==> config.mk <==
export PLATFORM = sky130hd
export DESIGN_NAME = gpio_bank
export DESIGN_NICKNAME = d
export VERILOG_FILES = /design/src/rtl/gpio_pkg.sv /design/src/rtl/gpio_input_filter.sv /design/src/rtl/gpio_bank.sv
export SDC_FILE = /design/constraint.sdc
export NUM_CORES = 1
export LEC_CHECK = 0
export BUFFER_PORTS_ARGS = -buffer_cell sky130_fd_sc_hd__buf_2
export CAP_MARGIN = 20
export CORE_UTILIZATION = 25
export CTS_CLUSTER_DIAMETER = 100
export DETAILED_ROUTE_END_ITERATION = 7
export PLACE_DENSITY = 0.47
export SYNTH_ARGS = -nofsm -noshare
export SYNTH_HDL_FRONTEND = slang
export SYNTH_SLANG_ARGS = --single-unit
==> constraint.sdc <==
create_clock -name clk -period 4 [get_ports clk]
set_clock_uncertainty 0.2 [all_clocks]
set_input_delay 0.8 -clock clk [delete_from_list [all_inputs] [get_ports clk]]
set_output_delay 0.8 -clock clk [all_outputs]
set_load 0.05 [all_outputs]
==> src/rtl/gpio_pkg.sv <==
// Shared GPIO bank constants: register offsets, select width and the default base address.
// Software headers mirror these offsets, so change them only together.
package gpio_pkg;

  localparam int unsigned REG_SEL_W = 3;
  localparam logic [31:0] GPIO_BASE_ADDR = 32'h0300_0000;

  localparam logic [4:0] OFF_OUT  = 5'h00;
  localparam logic [4:0] OFF_DIR  = 5'h04;
  localparam logic [4:0] OFF_IN   = 5'h08;
  localparam logic [4:0] OFF_IEN  = 5'h0C;
  localparam logic [4:0] OFF_RISE = 5'h10;
  localparam logic [4:0] OFF_FALL = 5'h14;
  localparam logic [4:0] OFF_STAT = 5'h18;
  localparam logic [4:0] OFF_TGL  = 5'h1C;

  // Word index of each register within the 32-byte window.
  localparam logic [REG_SEL_W-1:0] SEL_OUT  = OFF_OUT[4:2];
  localparam logic [REG_SEL_W-1:0] SEL_DIR  = OFF_DIR[4:2];
  localparam logic [REG_SEL_W-1:0] SEL_IN   = OFF_IN[4:2];
  localparam logic [REG_SEL_W-1:0] SEL_IEN  = OFF_IEN[4:2];
  localparam logic [REG_SEL_W-1:0] SEL_RISE = OFF_RISE[4:2];
  localparam logic [REG_SEL_W-1:0] SEL_FALL = OFF_FALL[4:2];
  localparam logic [REG_SEL_W-1:0] SEL_STAT = OFF_STAT[4:2];
  localparam logic [REG_SEL_W-1:0] SEL_TGL  = OFF_TGL[4:2];

  function automatic logic bankHit(input logic [31:0] addr, input logic [31:0] base);
    return addr[31:5] == base[31:5];
  endfunction

endpackage

==> src/rtl/gpio_input_filter.sv <==
// One pin's input path: synchroniser chain followed by a stability filter.
// change_o is high on the edge where filt_o is about to take the synchronised value.
module gpio_input_filter #(
  parameter int SYNC_STAGES   = 2,
  parameter int FILTER_CYCLES = 4
) (
  input  logic clk,
  input  logic reset,
  input  logic pad_i,
  output logic filt_o,
  output logic change_o
);

  localparam int CNT_W = (FILTER_CYCLES > 1) ? $clog2(FILTER_CYCLES) : 1;
  localparam logic [CNT_W-1:0] CNT_LAST = CNT_W'(FILTER_CYCLES - 1);

  logic [SYNC_STAGES-1:0] sync_q;
  logic                   filt_q, filt_d;
  logic [CNT_W-1:0]       count_q, count_d;
  logic                   syncVal;
  logic                   mismatch;

  assign syncVal  = sync_q[SYNC_STAGES-1];
  assign mismatch = (syncVal != filt_q);
  assign change_o = mismatch && (count_q == CNT_LAST);
  assign filt_o   = filt_q;

  // Any sample that agrees with the filtered value restarts the stability count.
  always_comb begin
    filt_d  = filt_q;
    count_d = '0;
    if (change_o) begin
      filt_d = syncVal;
    end else if (mismatch) begin
      count_d = count_q + CNT_W'(1);
    end
  end

  always_ff @(posedge clk) begin
    if (reset) begin
      sync_q  <= '0;
      filt_q  <= 1'b0;
      count_q <= '0;
    end else begin
      sync_q  <= {sync_q[SYNC_STAGES-2:0], pad_i};
      filt_q  <= filt_d;
      count_q <= count_d;
    end
  end

endmodule

==> src/rtl/gpio_bank.sv <==
// Memory-mapped GPIO bank: output/direction registers, filtered inputs and
// edge-triggered interrupts with write-1-to-clear status.
module gpio_bank
  import gpio_pkg::*;
#(
  parameter int unsigned NUM_PINS      = 28,
  parameter logic [31:0] BASE_ADDR     = GPIO_BASE_ADDR,
  parameter int          SYNC_STAGES   = 2,
  parameter int          FILTER_CYCLES = 4
) (
  input  logic                clk,
  input  logic                reset,
  input  logic [31:0]         addr,
  input  logic [31:0]         wdata,
  input  logic                we,
  output logic [31:0]         rdata,
  input  logic [NUM_PINS-1:0] gpio_in,
  output logic [NUM_PINS-1:0] gpio_out,
  output logic [NUM_PINS-1:0] gpio_oe,
  output logic                irq
);

  logic [NUM_PINS-1:0] out_q, out_d;
  logic [NUM_PINS-1:0] dir_q, dir_d;
  logic [NUM_PINS-1:0] ien_q, ien_d;
  logic [NUM_PINS-1:0] rise_q, rise_d;
  logic [NUM_PINS-1:0] fall_q, fall_d;
  logic [NUM_PINS-1:0] stat_q, stat_d;

  logic [NUM_PINS-1:0] inFilt;
  logic [NUM_PINS-1:0] inChange;
  logic [NUM_PINS-1:0] setMask;
  logic [NUM_PINS-1:0] w1cMask;
  logic [NUM_PINS-1:0] wrData;
  logic [REG_SEL_W-1:0] regSel;
  logic                hit;
  logic                wrEn;
  logic                unused_ok;

  assign hit    = bankHit(addr, BASE_ADDR);
  assign regSel = addr[4:2];
  assign wrEn   = we && hit;
  assign wrData = wdata[NUM_PINS-1:0];

  // Byte-lane bits and write data above the pin count are deliberately dropped.
  assign unused_ok = ^{addr[1:0], wdata};

  for (genvar i = 0; i < NUM_PINS; i++) begin : g_pin
    gpio_input_filter #(
      .SYNC_STAGES  (SYNC_STAGES),
      .FILTER_CYCLES(FILTER_CYCLES)
    ) u_filter (
      .clk     (clk),
      .reset   (reset),
      .pad_i   (gpio_in[i]),
      .filt_o  (inFilt[i]),
      .change_o(inChange[i])
    );
  end

  // inFilt still holds the old value on a change edge, so 0 means a rising edge.
  assign setMask = inChange & ((~inFilt & rise_q) | (inFilt & fall_q));
  assign w1cMask = (wrEn && (regSel == SEL_STAT)) ? wrData : '0;

  always_comb begin
    out_d  = out_q;
    dir_d  = dir_q;
    ien_d  = ien_q;
    rise_d = rise_q;
    fall_d = fall_q;
    if (wrEn) begin
      unique case (regSel)
        SEL_OUT:  out_d  = wrData;
        SEL_DIR:  dir_d  = wrData;
        SEL_IEN:  ien_d  = wrData;
        SEL_RISE: rise_d = wrData;
        SEL_FALL: fall_d = wrData;
        SEL_TGL:  out_d  = out_q ^ wrData;
        default:  ;
      endcase
    end
    // A new event outranks a clear landing on the same edge.
    stat_d = (stat_q & ~w1cMask) | setMask;
  end

  always_ff @(posedge clk) begin
    if (reset) begin
      out_q  <= '0;
      dir_q  <= '0;
      ien_q  <= '0;
      rise_q <= '0;
      fall_q <= '0;
      stat_q <= '0;
    end else begin
      out_q  <= out_d;
      dir_q  <= dir_d;
      ien_q  <= ien_d;
      rise_q <= rise_d;
      fall_q <= fall_d;
      stat_q <= stat_d;
    end
  end

  always_comb begin
    rdata = '0;
    if (hit) begin
      unique case (regSel)
        SEL_OUT:  rdata = 32'(out_q);
        SEL_DIR:  rdata = 32'(dir_q);
        SEL_IN:   rdata = 32'(inFilt);
        SEL_IEN:  rdata = 32'(ien_q);
        SEL_RISE: rdata = 32'(rise_q);
        SEL_FALL: rdata = 32'(fall_q);
        SEL_STAT: rdata = 32'(stat_q);
        default:  rdata = '0;
      endcase
    end
  end

  assign gpio_out = out_q;
  assign gpio_oe  = dir_q;
  assign irq      = |(stat_q & ien_q);

endmodule

# After elaboration in Yosys (flattened, before gate mapping)
# Index checks and enable logic that the tools add are counted.
# totals
inputBits	95
register_bits	308
out_inout_bits	89
# op_classes
bitwise_logic	38
n_eq_ne	64
addsub	28
n_reduce_logical	66
n_mux	4
# op_table
operator	n
one-hot mux 28 bit (7 select lines)	1
bitwise AND 28 bit	5
OR reduction 3 bit	28
adder 2 x 1 -> 2 bit (second input constant)	28
== test 2 bit (second input constant)	28
2-to-1 mux 28 bit	2
NOT 28 bit	2
OR 28 bit	2
one-hot mux 28 bit (2 select lines)	1
logical AND 1 bit	30
!= test 1 bit	28
NOT 1 bit	28
OR reduction 28 bit	1
XOR 28 bit	1
== test 27 x 21 -> 1 bit (second input constant)	1
== test 3 bit (second input constant)	4
AND reduction 2 bit	5
== test 3 x 2 -> 1 bit (second input constant)	2
== test 3 x 1 -> 1 bit (second input constant)	1
logical NOT 3 bit	1
nonzero test 2 bit	1

# Logic depth before layout (Yosys ltp)
# depth
ltp_word	7
ltp_mapped	8
ltp_nobuf	5

# By module
# Synthesis repeated with hierarchy kept, for this count alone.
# unflattened
cells_unflattened	1601
hier_area_um2	14537.7
# by_module_without_submodules
module	instances	cells_each	area_each_um2
gpio_bank	1	1181	9668.0
gpio_input_filter	28	15	173.9

# Least setup slack after synthesis
# No wires, ideal clock.
# synth_timing
path_type	input to output
from	input addr[23]
to	output rdata[18]
slack_ns	0.108
path_stages	6
required_time_ns	3.000
arrival_ns	2.892
path_cell_list	nor4_2 nand4_2 buf_6 or3_2 buf_2 a31oi_1
# synth_between
elab_chain_cells	2
# synth_lines
item	line	source
start: declaration	gpio_bank.sv:13	input logic [31:0] addr,
== test 27 x 21 -> 1 bit	gpio_pkg.sv:28	return addr[31:5] == base[31:5];
2-to-1 mux 28 bit	gpio_bank.sv:106	if (hit) begin
end: declaration	gpio_bank.sv:16	output logic [31:0] rdata,
# Every way passes these cells.

# Final worst setup path
# Same ends and word-level chain as after synthesis.

==> metrics.cfg <==
[worst_setup_path]
crit_slowest_cell = or3_2
max_stage_delay_ns = 0.72
critPathRequiredTime_ns = 3.00
arrival_ns = 2.88
crit_buf_inv = 4
path_max_fanout = 13
crit_path_cell_trace = buf_2, nor4_2, nand4_2, or3_2, buf_12, a31oi_1, buf_4, buf_12
end_kind = primary output
critical_path.top_delay_family = simple AND/OR/NAND/NOR gates
start_kind = input port
path_class = input port to primary output
cp_common_cell = buf_12

[floorplanning]
rows = 85
die_x_um = 238
core_area_um2 = 54300
initial_core_util_pct = 25.5
die_area_um2 = 56400
die_h_um = 238
ios = 184

[clock_network]
cts_root_buf = clkbuf_16
cts_htree_levels = 2
cts_resized = 0
worstSkewPairLatency_ns = 0.54
cts_sinks = 308
numCtsBuffers = 37
cts_setup_buffers = 0
cts_tree = done
clk_pin_slew_ns = 0.05
cts_hold_buf = 0
clock_path_buffers = 3

[grt]
grt_pass1_wl_um = 71200
overflow = 0
grt_max_degree = 83
grt_pass1_vias = 11560
grt_use_total_pct = 16.6
antenna_found_initial = 2

[routing]
dr.pass1.iters = 5
drt-vias-per-instance = 4.78
ant_nets = 0
wirelength_um = 47500
drc = 0
num_vias = 12120
post_drt_wl_per_cell_um = 18.7
drt-initial-drc-count = 779

[layout]
drive_gt1_share_pct = 22.7
layout.nets = 1893
antenna_cells = 0
fin_cells = 2534
synthToLayoutAreaGrowth_pct = 21.6
fin_area_um2 = 16900
fillers = 5758
fin_util_pct = 31.0

[yosys]
yosys_warnings = 0
synth_area_um2 = 13900
ys_ff_latch = 308
synth_cell_type_count = 45
postSynthAreaPerCell_um2 = 8.68
yosysSeqAreaShare_pct = 44.5
synthCells = 1597

[power]
netSwitchingPower_mw = 1.60
swShare_pct = 23.7
internal_power_mw = 5.15
power.total_mw = 6.74
p_leak_nw = 6.44
power_frac_comb_pct = 5.2
ir_worst_vdd_v = 0.000215
p_clk_share_pct = 48.5
p_seq_share_pct = 46.3
p_per_area_nw_per_um2 = 400

[timing]
max_slew_margin_pct = 45.4
max_freq_ghz = 0.258
fin_ws_ns = 0.118
setup_violations = 0
worst_slew_pin_slew_ns = 0.819
holdWs_ns = 0.216
fin_crit_ns = 3.88
timing.final.crit_share_pct = 97.0
rsz0062_at_grt = no
finalSetupTns_ns = 0
drv_slew = 0
timing_hold_violations_final = 0

[placed_design]
dp_cells = 2470
numPortBuffers = 173
hpwl_um = 32700
dp_slack_ns = 0.106
gp_congestion = 0.779
postPlaceCellArea_um2 = 15700

[worst_hold_path]
hold_class = flop to flop

[run_status]
outcome = completed

[job]
maxCapViolCount = 0

==> Yosys cell counts (all sizes together) <==
library cell,instances,area [um^2]
buf,53,457
o21a,1,7.51
mux2,20,225
nand2,278,1120
o221a,2,22.5
o221ai,2,17.5
a31oi,3,18.8
o21ai,72,360
nor2,181,679
a22oi,32,240
and2,3,18.8
o22ai,2,12.5
nor3,1,5.00
or4,5,52.6
or3,2,13.8
nand2b,1,6.26
clkbuf,50,188
mux2i,58,581
a2111oi,1,27.5
dfxtp,308,6170
nor2b,121,757
nand3,32,160
mux4,5,113
nor4b,1,23.8
conb,1,3.75
ha,28,350
nand4,3,25.0
a22o,37,324
a221oi,19,166
a21oi,179,990
o211ai,1,7.51
inv,29,109
nor4,38,448
and3,28,175
==> final cells by class <==
type / count / area [um^2] / area share, %
repair buffers: 234 / 1520 / 9.04
inverters: 29 / 109 / 0.646
multi-input cells: 1160 / 6980 / 41.4
well taps: 739 / 925 / 5.49
flip-flops and latches: 308 / 6170 / 36.6
clock inverters: 8 / 78.8 / 0.468
clock buffers: 56 / 1080 / 6.39
==> power by group through the flow <==
stage | logic [mW] | registers [mW] | clock network [mW]
global placement | 0.346 | 3.19 | 0
global route | 0.379 | 3.12 | 3.50
detailed placement | 0.350 | 3.19 | 0
floorplan | 0.180 | 3.18 | 0
CTS | 0.350 | 3.12 | 3.36
finish | 0.350 | 3.12 | 3.27
==> layout by cell type (no fill, tap or decap), drive strengths merged <==
cell type,instances
dfxtp,308
nand2,278
buf,234
nor2,181
a21oi,179
nor2b,121
o21ai,72
mux2i,58
clkbuf,56
nor4,38
a22o,37
nand3,32
a22oi,32
inv,31
and3,28
ha,28
mux2,20
a221oi,19
mux4,5
or4,5
conb,4
clkinv,4
and2,3
a31oi,3
nand4,3
or3,2
o22ai,2
o221a,2
o221ai,2
nor4b,1
nor3,1
o21a,1
nand2b,1
o211ai,1
a2111oi,1
bufinv,1
clkinvlp,1
==> cell families after synthesis <==
kind of cell	after synthesis	synth area share [%]
adders and majority gates	28	2.53
other	1	0.0270
muxes	83	6.62
buffers and inverters	132	5.43
and+or+nand+nor	694	25.1
DFF	308	44.5
AOI/OAI and AO/OA	351	15.8
==> sequential cells by signal (all words and copies together), names as in the netlist <==
signal and count:
gpio_out 28, stat_q 28, gpio_oe 28, ien_q 28, g_pin.u_filter.count_q 56, g_pin.u_filter.sync_q 56, fall_q 28, rise_q 28
g_pin.u_filter.filt_o 28
==> path summary, 6_finish.rpt <==
check	to	from	depth (start not counted)	slack, ns
worst min register to register	g_pin[0].u_filter.count_q[0]	g_pin[0].u_filter.count_q[0]	1	0.22
worst max register to register	stat_q[22]	g_pin[22].u_filter.filt_o	4	2.80
worst min-delay path	g_pin[0].u_filter.count_q[0]	g_pin[0].u_filter.count_q[0]	1	0.22
worst max-delay path	rdata[18]	addr[23]	8	0.12
==> metal layers <==
metal / global-route usage (%) / part of all wire (%) / vias to the layer above
met1: 22.3 / 46 / 5836
met3: 2.98 / 6.1 / 86
li1: - / - / 5825
met5: 0 / 0.027 / -
met4: 6.22 / 3.0 / 2
met2: 26.5 / 45 / 371
Power figures use the tool's default switching activity.
